`config.mk`:
```
export PLATFORM = sky130hd
export DESIGN_NAME = id_issue_queue
export DESIGN_NICKNAME = d
export VERILOG_FILES = /design/src/rtl/id_issue_queue_pkg.sv /design/src/rtl/id_issue_queue_fwd_mux.sv /design/src/rtl/id_issue_queue.sv
export SDC_FILE = /design/constraint.sdc
export NUM_CORES = 1
export LEC_CHECK = 0
export BUFFER_PORTS_ARGS = -buffer_cell sky130_fd_sc_hd__clkbuf_2
export CAP_MARGIN = 30
export CORE_MARGIN = 5
export CORE_UTILIZATION = 40
export CTS_CLUSTER_SIZE = 40
export DETAILED_ROUTE_END_ITERATION = 8
export SLEW_MARGIN = 40
export SYNTH_ARGS = -nofsm -noshare
export SYNTH_HDL_FRONTEND = slang
export SYNTH_SLANG_ARGS = --single-unit
```
`constraint.sdc`:
```
create_clock -name clk -period 7.9 [get_ports clk]
set_clock_uncertainty 0.1 [all_clocks]
set_input_delay 1.185 -clock clk [delete_from_list [all_inputs] [get_ports clk]]
set_output_delay 1.185 -clock clk [all_outputs]
set_load 0.01 [all_outputs]
```
`src/rtl/id_issue_queue_pkg.sv`:
```
// id_issue_queue shared definitions:
// instruction field slices, register constants and helpers.
package id_issue_queue_pkg;

    localparam int OP_HI  = 31;
    localparam int OP_LO  = 26;
    localparam int RS_HI  = 25;
    localparam int RS_LO  = 21;
    localparam int RT_HI  = 20;
    localparam int RT_LO  = 16;
    localparam int RD_HI  = 15;
    localparam int RD_LO  = 11;
    localparam int SA_HI  = 10;
    localparam int SA_LO  = 6;
    localparam int IMM_HI = 15;
    localparam int IMM_LO = 0;

    localparam logic [4:0] REG_ZERO = 5'd0;

    // Widest supported data path; callers truncate to their XLEN.
    localparam int EXT_W = 64;

    function automatic logic [EXT_W-1:0] sign_ext16(input logic [15:0] imm);
        return {{(EXT_W-16){imm[15]}}, imm};
    endfunction

endpackage

```
`src/rtl/id_issue_queue_fwd_mux.sv`:
```
// Operand resolver for one source register:
// zero register, youngest non-load forward, else regfile.
module id_issue_queue_fwd_mux
    import id_issue_queue_pkg::*;
#(
    parameter int XLEN    = 32,
    parameter int NUM_FWD = 3
) (
    input  logic [4:0]              addr,
    input  logic [XLEN-1:0]         rf_data,
    input  logic [NUM_FWD-1:0]      fwd_we,
    input  logic [5*NUM_FWD-1:0]    fwd_wa,
    input  logic [XLEN*NUM_FWD-1:0] fwd_wd,
    input  logic [NUM_FWD-1:0]      fwd_isload,
    output logic [XLEN-1:0]         value,
    output logic                    pending
);

    logic hit;

    // Scan youngest-first; a load seen before any real hit is a hazard.
    always_comb begin
        value   = rf_data;
        pending = 1'b0;
        hit     = 1'b0;
        if (addr == REG_ZERO) begin
            value = '0;
        end else begin
            for (int k = 0; k < NUM_FWD; k++) begin
                if (!hit && fwd_we[k] && fwd_wa[5*k +: 5] == addr) begin
                    if (fwd_isload[k]) begin
                        pending = 1'b1;
                    end else begin
                        value = fwd_wd[XLEN*k +: XLEN];
                        hit   = 1'b1;
                    end
                end
            end
        end
    end

endmodule

```
`src/rtl/id_issue_queue.sv`:
```
// Decode/issue stage: instruction queue, operand resolution,
// load-use stall and a registered valid/ready issue slot.
module id_issue_queue
    import id_issue_queue_pkg::*;
#(
    parameter int XLEN    = 32,
    parameter int DEPTH   = 4,
    parameter int NUM_FWD = 3,
    parameter int CNT_W   = 16
) (
    input  logic                    clk,
    input  logic                    rst,
    input  logic                    in_valid,
    output logic                    in_ready,
    input  logic [31:0]             in_inst,
    input  logic [XLEN-1:0]         in_pc,
    input  logic                    flush,
    output logic [4:0]              rf_ra1,
    output logic [4:0]              rf_ra2,
    input  logic [XLEN-1:0]         rf_rd1,
    input  logic [XLEN-1:0]         rf_rd2,
    input  logic [NUM_FWD-1:0]      fwd_we,
    input  logic [5*NUM_FWD-1:0]    fwd_wa,
    input  logic [XLEN*NUM_FWD-1:0] fwd_wd,
    input  logic [NUM_FWD-1:0]      fwd_isload,
    output logic                    out_valid,
    input  logic                    out_ready,
    output logic [31:0]             out_inst,
    output logic [XLEN-1:0]         out_pc,
    output logic [4:0]              out_rs,
    output logic [4:0]              out_rt,
    output logic [4:0]              out_rd,
    output logic [XLEN-1:0]         out_rd1,
    output logic [XLEN-1:0]         out_rd2,
    output logic [XLEN-1:0]         out_imm_ext,
    output logic [XLEN-1:0]         out_sa_ext,
    output logic [CNT_W-1:0]        stall_cnt
);

    localparam int PW = $clog2(DEPTH);
    localparam int CW = PW + 1;
    localparam logic [CW-1:0] FULL = CW'(DEPTH);

    logic [31:0]     q_inst [DEPTH];
    logic [XLEN-1:0] q_pc   [DEPTH];
    logic [PW-1:0]   wr_ptr;
    logic [PW-1:0]   rd_ptr;
    logic [CW-1:0]   count;

    logic [31:0]     head_inst;
    logic [XLEN-1:0] head_pc;
    logic            head_valid;
    logic            enq;
    logic            issue;
    logic            hazard;
    logic [XLEN-1:0] op1;
    logic [XLEN-1:0] op2;
    logic            pend1;
    logic            pend2;

    assign head_inst  = q_inst[rd_ptr];
    assign head_pc    = q_pc[rd_ptr];
    assign head_valid = (count != '0);
    assign in_ready   = (count < FULL);
    assign rf_ra1     = head_inst[RS_HI:RS_LO];
    assign rf_ra2     = head_inst[RT_HI:RT_LO];

    // Flush wins over both queue write and issue in the same cycle.
    assign hazard = head_valid && (pend1 || pend2);
    assign issue  = head_valid && !hazard && (!out_valid || out_ready) && !flush;
    assign enq    = in_valid && in_ready && !flush;

    id_issue_queue_fwd_mux #(
        .XLEN    (XLEN),
        .NUM_FWD (NUM_FWD)
    ) u_mux_rs (
        .addr       (rf_ra1),
        .rf_data    (rf_rd1),
        .fwd_we     (fwd_we),
        .fwd_wa     (fwd_wa),
        .fwd_wd     (fwd_wd),
        .fwd_isload (fwd_isload),
        .value      (op1),
        .pending    (pend1)
    );

    id_issue_queue_fwd_mux #(
        .XLEN    (XLEN),
        .NUM_FWD (NUM_FWD)
    ) u_mux_rt (
        .addr       (rf_ra2),
        .rf_data    (rf_rd2),
        .fwd_we     (fwd_we),
        .fwd_wa     (fwd_wa),
        .fwd_wd     (fwd_wd),
        .fwd_isload (fwd_isload),
        .value      (op2),
        .pending    (pend2)
    );

    // Queue storage: write the tail slot on enqueue.
    always_ff @(posedge clk or negedge rst) begin
        if (!rst) begin
            for (int i = 0; i < DEPTH; i++) begin
                q_inst[i] <= '0;
                q_pc[i]   <= '0;
            end
        end else if (enq) begin
            q_inst[wr_ptr] <= in_inst;
            q_pc[wr_ptr]   <= in_pc;
        end
    end

    // Pointers wrap naturally at the power-of-two depth.
    always_ff @(posedge clk or negedge rst) begin
        if (!rst) begin
            wr_ptr <= '0;
            rd_ptr <= '0;
            count  <= '0;
        end else if (flush) begin
            wr_ptr <= '0;
            rd_ptr <= '0;
            count  <= '0;
        end else begin
            if (enq) begin
                wr_ptr <= wr_ptr + PW'(1);
            end
            if (issue) begin
                rd_ptr <= rd_ptr + PW'(1);
            end
            unique case ({enq, issue})
                2'b10:   count <= count + CW'(1);
                2'b01:   count <= count - CW'(1);
                default: count <= count;
            endcase
        end
    end

    // Issue slot: load on issue, drop valid once consumed, else hold.
    always_ff @(posedge clk or negedge rst) begin
        if (!rst) begin
            out_valid   <= 1'b0;
            out_inst    <= '0;
            out_pc      <= '0;
            out_rs      <= '0;
            out_rt      <= '0;
            out_rd      <= '0;
            out_rd1     <= '0;
            out_rd2     <= '0;
            out_imm_ext <= '0;
            out_sa_ext  <= '0;
        end else if (flush) begin
            out_valid <= 1'b0;
        end else if (issue) begin
            out_valid   <= 1'b1;
            out_inst    <= head_inst;
            out_pc      <= head_pc;
            out_rs      <= head_inst[RS_HI:RS_LO];
            out_rt      <= head_inst[RT_HI:RT_LO];
            out_rd      <= head_inst[RD_HI:RD_LO];
            out_rd1     <= op1;
            out_rd2     <= op2;
            out_imm_ext <= XLEN'(sign_ext16(head_inst[IMM_HI:IMM_LO]));
            out_sa_ext  <= {{(XLEN-5){1'b0}}, head_inst[SA_HI:SA_LO]};
        end else if (out_ready) begin
            out_valid <= 1'b0;
        end
    end

    // Hazard cycle counter, saturating, survives flush.
    always_ff @(posedge clk or negedge rst) begin
        if (!rst) begin
            stall_cnt <= '0;
        end else if (hazard && stall_cnt != '1) begin
            stall_cnt <= stall_cnt + CNT_W'(1);
        end
    end

endmodule

```
==> results of run 1 <==
[flip-flops by register name, indices dropped and copies added, names as in the netlist]
register   count
out_valid      1
out_rd2       32
stall_cnt     16
wr_ptr         2
count          3
out_inst      32
q_inst       128
out_pc        32
q_pc         128
rd_ptr         2
out_rd1       32
[critical path: stages, from the launching register on]
cell and delay, ps:
dfrtp_4 660, mux4_2 670, xnor2_1 170, nand4_1 110, or4_4 590, o211ai_2 440, nand4_4 230, buf_6 570
buf_6 690, mux2_2 410
[path summary, 6_finish.rpt]
path | to | slack [ps] | depth (start not counted)
worst min register to register | out_rd1[9] | 370 | 2
max in group asynchronous | out_rd2[30] | 6040 | 3
worst min-delay path | out_rd1[9] | 370 | 2
min in group asynchronous | out_pc[27] | 400 | 1
worst max-delay path | out_inst[31] | 2990 | 9
worst max register to register | out_inst[31] | 2990 | 9
[layout by cell type, fill, tap and decap left out, types with 6 or more instances in the layout]
cell type,synthesis,routed
a211oi_1,32,32
a21oi_1,34,34
buf_4,89,12
clkbuf_1,69,13
clkbuf_16,0,47
clkbuf_2,0,456
clkbuf_8,0,9
conb_1,1,27
dfrtp_1,408,406
inv_1,7,7
mux2_2,276,276
mux2_4,45,45
mux2i_1,96,96
mux4_2,64,64
nand2_1,111,111
nand3_1,11,11
nand4_1,14,14
nor2_1,45,44
o21ai_0,90,90
o21ai_1,6,6
xnor2_1,45,45
[through the flow]
stage,instances,power (W)
finish,2607,0.00937
global route,2607,0.00997
CTS,2600,0.00951
detailed placement,2519,0.00723
global placement,2517,0.00711
floorplan,1571,0.00622
[per-layer routing]
metal / global-route usage / part of all wire / up-vias
li1: - / - / 6135
met1: 0.241 / 0.38 / 6897
met2: 0.333 / 0.49 / 422
met3: 0.0560 / 0.078 / 116
met4: 0.0989 / 0.047 / 12
met5: 0 / 0.0011 / -
[kinds of logic after synthesis]
kind of cell    synth area share
other cells             0.000186
flops                      0.506
mux                        0.307
simple gates              0.0517
xor+xnor                  0.0220
fa+ha+maj                0.00409
compound gates            0.0500
buf+inv                   0.0592
[cell type report]
type | instances | area, sq um | area share
antenna | 5 | 12.5 | 0.000519
clock buffer | 69 | 1350 | 0.0559
clock inverter | 12 | 228 | 0.00944
inverter | 7 | 26.3 | 0.00109
multi-input combinational | 958 | 8910 | 0.370
sequential | 408 | 10200 | 0.424
tap | 672 | 841 | 0.0349
timing repair buffer | 476 | 2520 | 0.105
[power groups by stage]
stage	Clock [W]	Combinational, W	Sequential [W]
finish	0.00222	0.00352	0.00363
global route	0.00238	0.00384	0.00375
CTS	0.00230	0.00354	0.00366
detailed placement	0	0.00354	0.00369
global placement	0	0.00346	0.00365
floorplan	0	0.00260	0.00362
==> run_results.csv, run 1 <==
group,metric,value,unit
outcome,status,"finished clean",
synthesis,ys_warn_count,0,
layout,final_util,0.482,
power_and_ir_drop,comb_power_share,0.375,
power_and_ir_drop,switching_share,0.331,
die,die-area,0.0550,sq mm
power_and_ir_drop,p_leak,11.3,nW
placement,hpwlAfterDp,39400,um
global_route,antenna_found_initial,11,
power_and_ir_drop,clockPowerShare,0.237,
sta,hold_viol_final,0,
critical_path,start_kind,"register",
synthesis,synth_common_cells,"dfrtp_1, mux2_2, nand2_1, mux2i_1, o21ai_0",
synthesis,synth_cells,1545,
cts,clk_path_buf_depth,3,
power_and_ir_drop,p_per_area,389,mW/mm^2
cts,clock_latency,580,ps
route,via_per_inst,5.21,
synthesis,synth_seq_cells,408,
placement,io_buffers,457,
synthesis,syn_area,0.0202,sq mm
die,die_height,235,um
route,dr_total_vias,13582,
layout,fin_nets,2153,
critical_path,crit_arrival,5270,ps
global_route,grt_pass1_wl,85400,um
synthesis,synth_edf_count,0,
sta,whs,375,ps
synthesis,ys_dominant_reg_cell,"dfrtp_1",
cts,cts_setup_buffers,0,
synthesis,synth_cell_types,50,
cts,cts_max_level,2,
synthesis,yosys.area.top_type_share,0.506,
hold_path,hold_start,"out_rd1[9]",
power_and_ir_drop,seqPwrFrac,0.387,
cts,root_buffer,"clkbuf_16",
critical_path,critPathKind,"reg2reg",
route,antenna_left,0,
critical_path,critPathRequiredTime,8260,ps
sta,worst_pin_slew,839,ps
layout,fillers,4531,
critical_path,r2r_start,"rd_ptr[0]",
hold_path,hold_path_class,"reg2reg",
route,wire_per_inst,21.9,um
global_route,grt_max_degree,122,
die,pin_count,485,
critical_path,cp_max_fo,78,
critical_path,end_kind,"register",
route,routed_wl,57200,um
cts,cts_tree,"done",
layout,syn2layout_area_growth,19.5,%
sta,rsz0062_at_grt,"no",
die,die_w,235,um
cts,numCtsBuffers,46,
sta,slew_headroom,0.441,
synthesis,yosys-top-cells-area,"dfrtp_1, mux2_2, mux4_2, mux2i_1, mux2_4",
cts,path_clk_slew,60,ps
global_route,grt_pass1_vias,14130,
die,core,0.0501,sq mm
sta,fin_crit_sh,0.621,
placement,place_ws,2620,ps
sta,max_freq,0.204,GHz
global_route,overflow,0,
sta,fin_tns_setup,0,ps
cts,hold_buffers,0,
placement,placed_area,0.0225,sq mm
die,initial_core_util,0.403,
critical_path,cp-startpoint,"rd_ptr[0]",
cts,cts_sinks,408,
route,drc,0,
power_and_ir_drop,switching_power,0.00311,W
layout,drive_gt1_frac,0.492,
sta,setup_ws,2990,ps
power_and_ir_drop,ir_drop,194,uV
synthesis,synth_area_per_cell,13.1,sq um
sta,drv_slew,0,
synthesis,ys_seq_area_frac,0.506,
synthesis,async_reset_ff_frac,1.00,
route,first_iter_violations,698,
synthesis,yosysTopAreaCell,"dfrtp_1",
global_route,grt_usage,0.200,
cts,ctsResizeCount,0,
sta,setup_violations,0,
synthesis,synth_most_common_cell,"dfrtp_1",
die,row_count,82,
power_and_ir_drop,intPower,0.00627,W
layout,final_area,0.0241,sq mm
sta,fin_crit,4910,ps
route,drtPass1Iterations,5,
flow_run,maxCapViolations,0,
placement,gp_congestion,0.963,
Power figures use the tool's default switching activity.
==> run 2, diff against run 1 <==
--- a/config.mk
+++ b/config.mk
@@ -5,6 +5,7 @@
 export SDC_FILE = /design/constraint.sdc
 export NUM_CORES = 1
 export LEC_CHECK = 0
+export ABC_AREA = 1
 export BUFFER_PORTS_ARGS = -buffer_cell sky130_fd_sc_hd__clkbuf_2
 export CAP_MARGIN = 30
 export CORE_MARGIN = 5
==> constraint.sdc (replaced) <==
create_clock -name clk -period 4.25 [get_ports clk]
set_clock_uncertainty 0.1 [all_clocks]
set_input_delay 0.6375 -clock clk [delete_from_list [all_inputs] [get_ports clk]]
set_output_delay 0.6375 -clock clk [all_outputs]
set_load 0.01 [all_outputs]
==> run 2 against run 1 <==
Compared with the run above: fmax rose by 26%; core utilization is 0.18 points lower; global-route usage grew 4.8 points; combinational power rose by 50%; via count rose by 42%; clock power up 94%; count of clock-buffer cells in the layout is 1 higher; critical endpoint is now out_rd2[12]; highest routed layer is now met4; worst setup slack got worse by 2600 ps.
==> run_results.csv, run 2 <==
group,metric,value,unit
outcome,status,"finished clean",
cts,root_buffer,"clkbuf_16",
die,die_w,237,um
die,row_count,83,
cts,cts_tree,"done",
critical_path,critPathKind,"reg2reg",
critical_path,critPathRequiredTime,4610,ps
placement,hpwlAfterDp,50100,um
route,antenna_left,0,
layout,fillers,5145,
critical_path,start_kind,"register",
synthesis,synth_area_per_cell,7.87,sq um
sta,fin_crit,3890,ps
global_route,grt_pass1_wl,111000,um
synthesis,yosys.area.top_type_share,0.496,
critical_path,crit_arrival,4250,ps
die,die-area,0.0561,sq mm
die,initial_core_util,0.402,
route,first_iter_violations,1683,
die,die_height,237,um
sta,drv_slew,0,
layout,fin_nets,3180,
synthesis,ys_dominant_reg_cell,"dfrtp_1",
route,drtPass1Iterations,6,
sta,setup_violations,0,
die,core,0.0512,sq mm
sta,worst_pin_slew,849,ps
layout,syn2layout_area_growth,19.3,%
sta,fin_crit_sh,0.914,
layout,top_regs,"q_inst: 128 flops, q_pc: 128 flops",
sta,slew_headroom,0.433,
synthesis,synth_most_common_cell,"nand2_1",
sta,max_freq,0.257,GHz
synthesis,synth_cell_types,41,
sta,hold_viol_final,0,
power_and_ir_drop,ir_drop,285,uV
route,drc,0,
synthesis,async_reset_ff_frac,1.00,
synthesis,synth_cells,2617,
global_route,overflow,0,
cts,cts_sinks,408,
global_route,grt_usage,0.248,
cts,path_clk_slew,60,ps
synthesis,synth_common_cells,"nand2_1, o21ai_0, dfrtp_1, nor2_1, inv_1",
global_route,grt_pass1_vias,18480,
cts,numCtsBuffers,48,
cts,clk_path_buf_depth,3,
cts,cts_max_level,2,
layout,mostFrequentLayoutCell,"nand2_1",
cts,clock_latency,590,ps
layout,mostFrequentLayoutCells,"nand2_1, clkbuf_2, o21ai_0, dfrtp_1, nor2_1",
route,dr_total_vias,19267,
die,pin_count,485,
power_and_ir_drop,p_leak,12.8,nW
placement,gp_congestion,0.969,
flow_run,maxCapViolations,0,
placement,io_buffers,457,
route,via_per_inst,5.28,
sta,rsz0062_at_grt,"no",
synthesis,ys_seq_area_frac,0.496,
synthesis,yosysTopAreaCell,"dfrtp_1",
power_and_ir_drop,p_per_area,636,mW/mm^2
critical_path,cp_max_fo,33,
route,routed_wl,72400,um
layout,drive_gt1_frac,0.216,
synthesis,yosys-top-cells-area,"dfrtp_1, nand2_1, o21ai_0, buf_4, nor2_1",
synthesis,synth_seq_cells,408,
synthesis,ys_warn_count,0,
synthesis,syn_area,0.0206,sq mm
global_route,grt_max_degree,107,
hold_path,hold_path_class,"in2reg",
global_route,antenna_found_initial,7,
cts,ctsResizeCount,0,
sta,fin_tns_setup,0,ps
power_and_ir_drop,power.total,0.0156,W
critical_path,end_kind,"register",
route,wire_per_inst,19.9,um
synthesis,synth_edf_count,0,
==> run 2: cell count changes in the layout (fill, tap and decap cells not counted), moves of 32 or more <==
cell / delta
mux2_2: -276
nor2_1: +134
mux4_2: -64
mux2i_1: -96
inv_1: +126
nand3_1: +106
mux2_4: -45
o22ai_1: +90
o21ai_0: +330
nand2_1: +645
xnor2_1: -43
or2_2: +32
==> run 2: path summary, 6_finish.rpt <==
path,from,to,slack (ps),cells past startpoint
hold reg to reg,q_inst[70],q_inst[70],380,2
max in group asynchronous,rst,out_rd2[20],2370,4
setup / recovery,rd_ptr[0],out_rd2[12],360,17
min in group asynchronous,rst,q_inst[101],500,2
setup reg to reg,rd_ptr[0],out_rd2[12],360,17
hold / removal,in_pc[22],q_pc[22],250,3
==> run 2: report_power, final <==
| group | total (W) | leakage [nW] | internal, W | switching (W) |
|---|---|---|---|---|
| Combinational | 0.00528 | 6.77 | 0.00187 | 0.00342 |
| Sequential | 0.00604 | 5.23 | 0.00516 | 0.000873 |
| Clock | 0.00431 | 0.832 | 0.00265 | 0.00167 |
==> run 2: metal layers <==
layer | wire length (um) | global-route usage | vias to the layer above | share of wire
met3 | 4850 | 0.0372 | 145 | 0.067
met5 | 0 | 0 | - | 0
met2 | 34100 | 0.406 | 809 | 0.47
met1 | 30700 | 0.337 | 9155 | 0.42
met4 | 2790 | 0.0889 | 0 | 0.039
li1 | - | - | 9158 | -
==> run 2: metrics by stage <==
step | instance area (sq um) | setup slack (ps) | cells | util | hold WS (ps)
final | 24600 | 364 | 3649 | 0.480 | 246
after global routing | 24600 | 44.8 | 3648 | 0.480 | 244
after CTS | 24500 | 427 | 3640 | 0.479 | 36.7
after detailed placement | 22800 | 459 | 3552 | 0.446 | 368
after global placement | 22800 | 516 | 3552 | 0.446 | 360
after floorplan | 20700 | 1490 | 2643 | - | 242
==> run 2: timing repair <==
item / 4_1_cts / 5_1_grt
hold buffers: 0 / 1
endpoints found under the hold margin: 0 / 66
buffers inserted: 0 / 0
==> run 2: layout make-up <==
| type | count | area (sq um) | area share |
|---|---|---|---|
| flip-flops and latches | 408 | 10200 | 0.416 |
| multi-input cells | 1827 | 8570 | 0.349 |
| repair buffers | 498 | 2700 | 0.110 |
| clock buffers | 70 | 1440 | 0.0585 |
| well taps | 680 | 851 | 0.0346 |
| inverters | 141 | 534 | 0.0218 |
| clock inverters | 18 | 238 | 0.00968 |
| diodes | 7 | 17.5 | 0.000713 |
==> run 2: kinds of logic (layout without fill, tap and decap cells) <==
family	Yosys count	after routing	share of synthesized area
AOI/OAI and AO/OA	655	655	0.177
xor gates and xnor gates	14	14	0.00595
adders and majority gates	6	6	0.00401
buffers and inverters	408	727	0.0955
DFF	408	408	0.496
other	1	34	0.000182
and+or+nand+nor	1125	1125	0.222
==> run 2: critical path: stages (launching register included) <==
cell and delay, ps:
dfrtp_4 630, inv_4 270, nand2_1 80, nand3_1 130
nand2_1 260, nand2_1 170, nand2_1 60, nor2_1 120
nand3_2 80, buf_4 210, nor2_4 100, buf_4 390
nor2_2 70, nand2_1 310, buf_4 380, o211ai_1 170
nand3_1 100, nand2_1 70
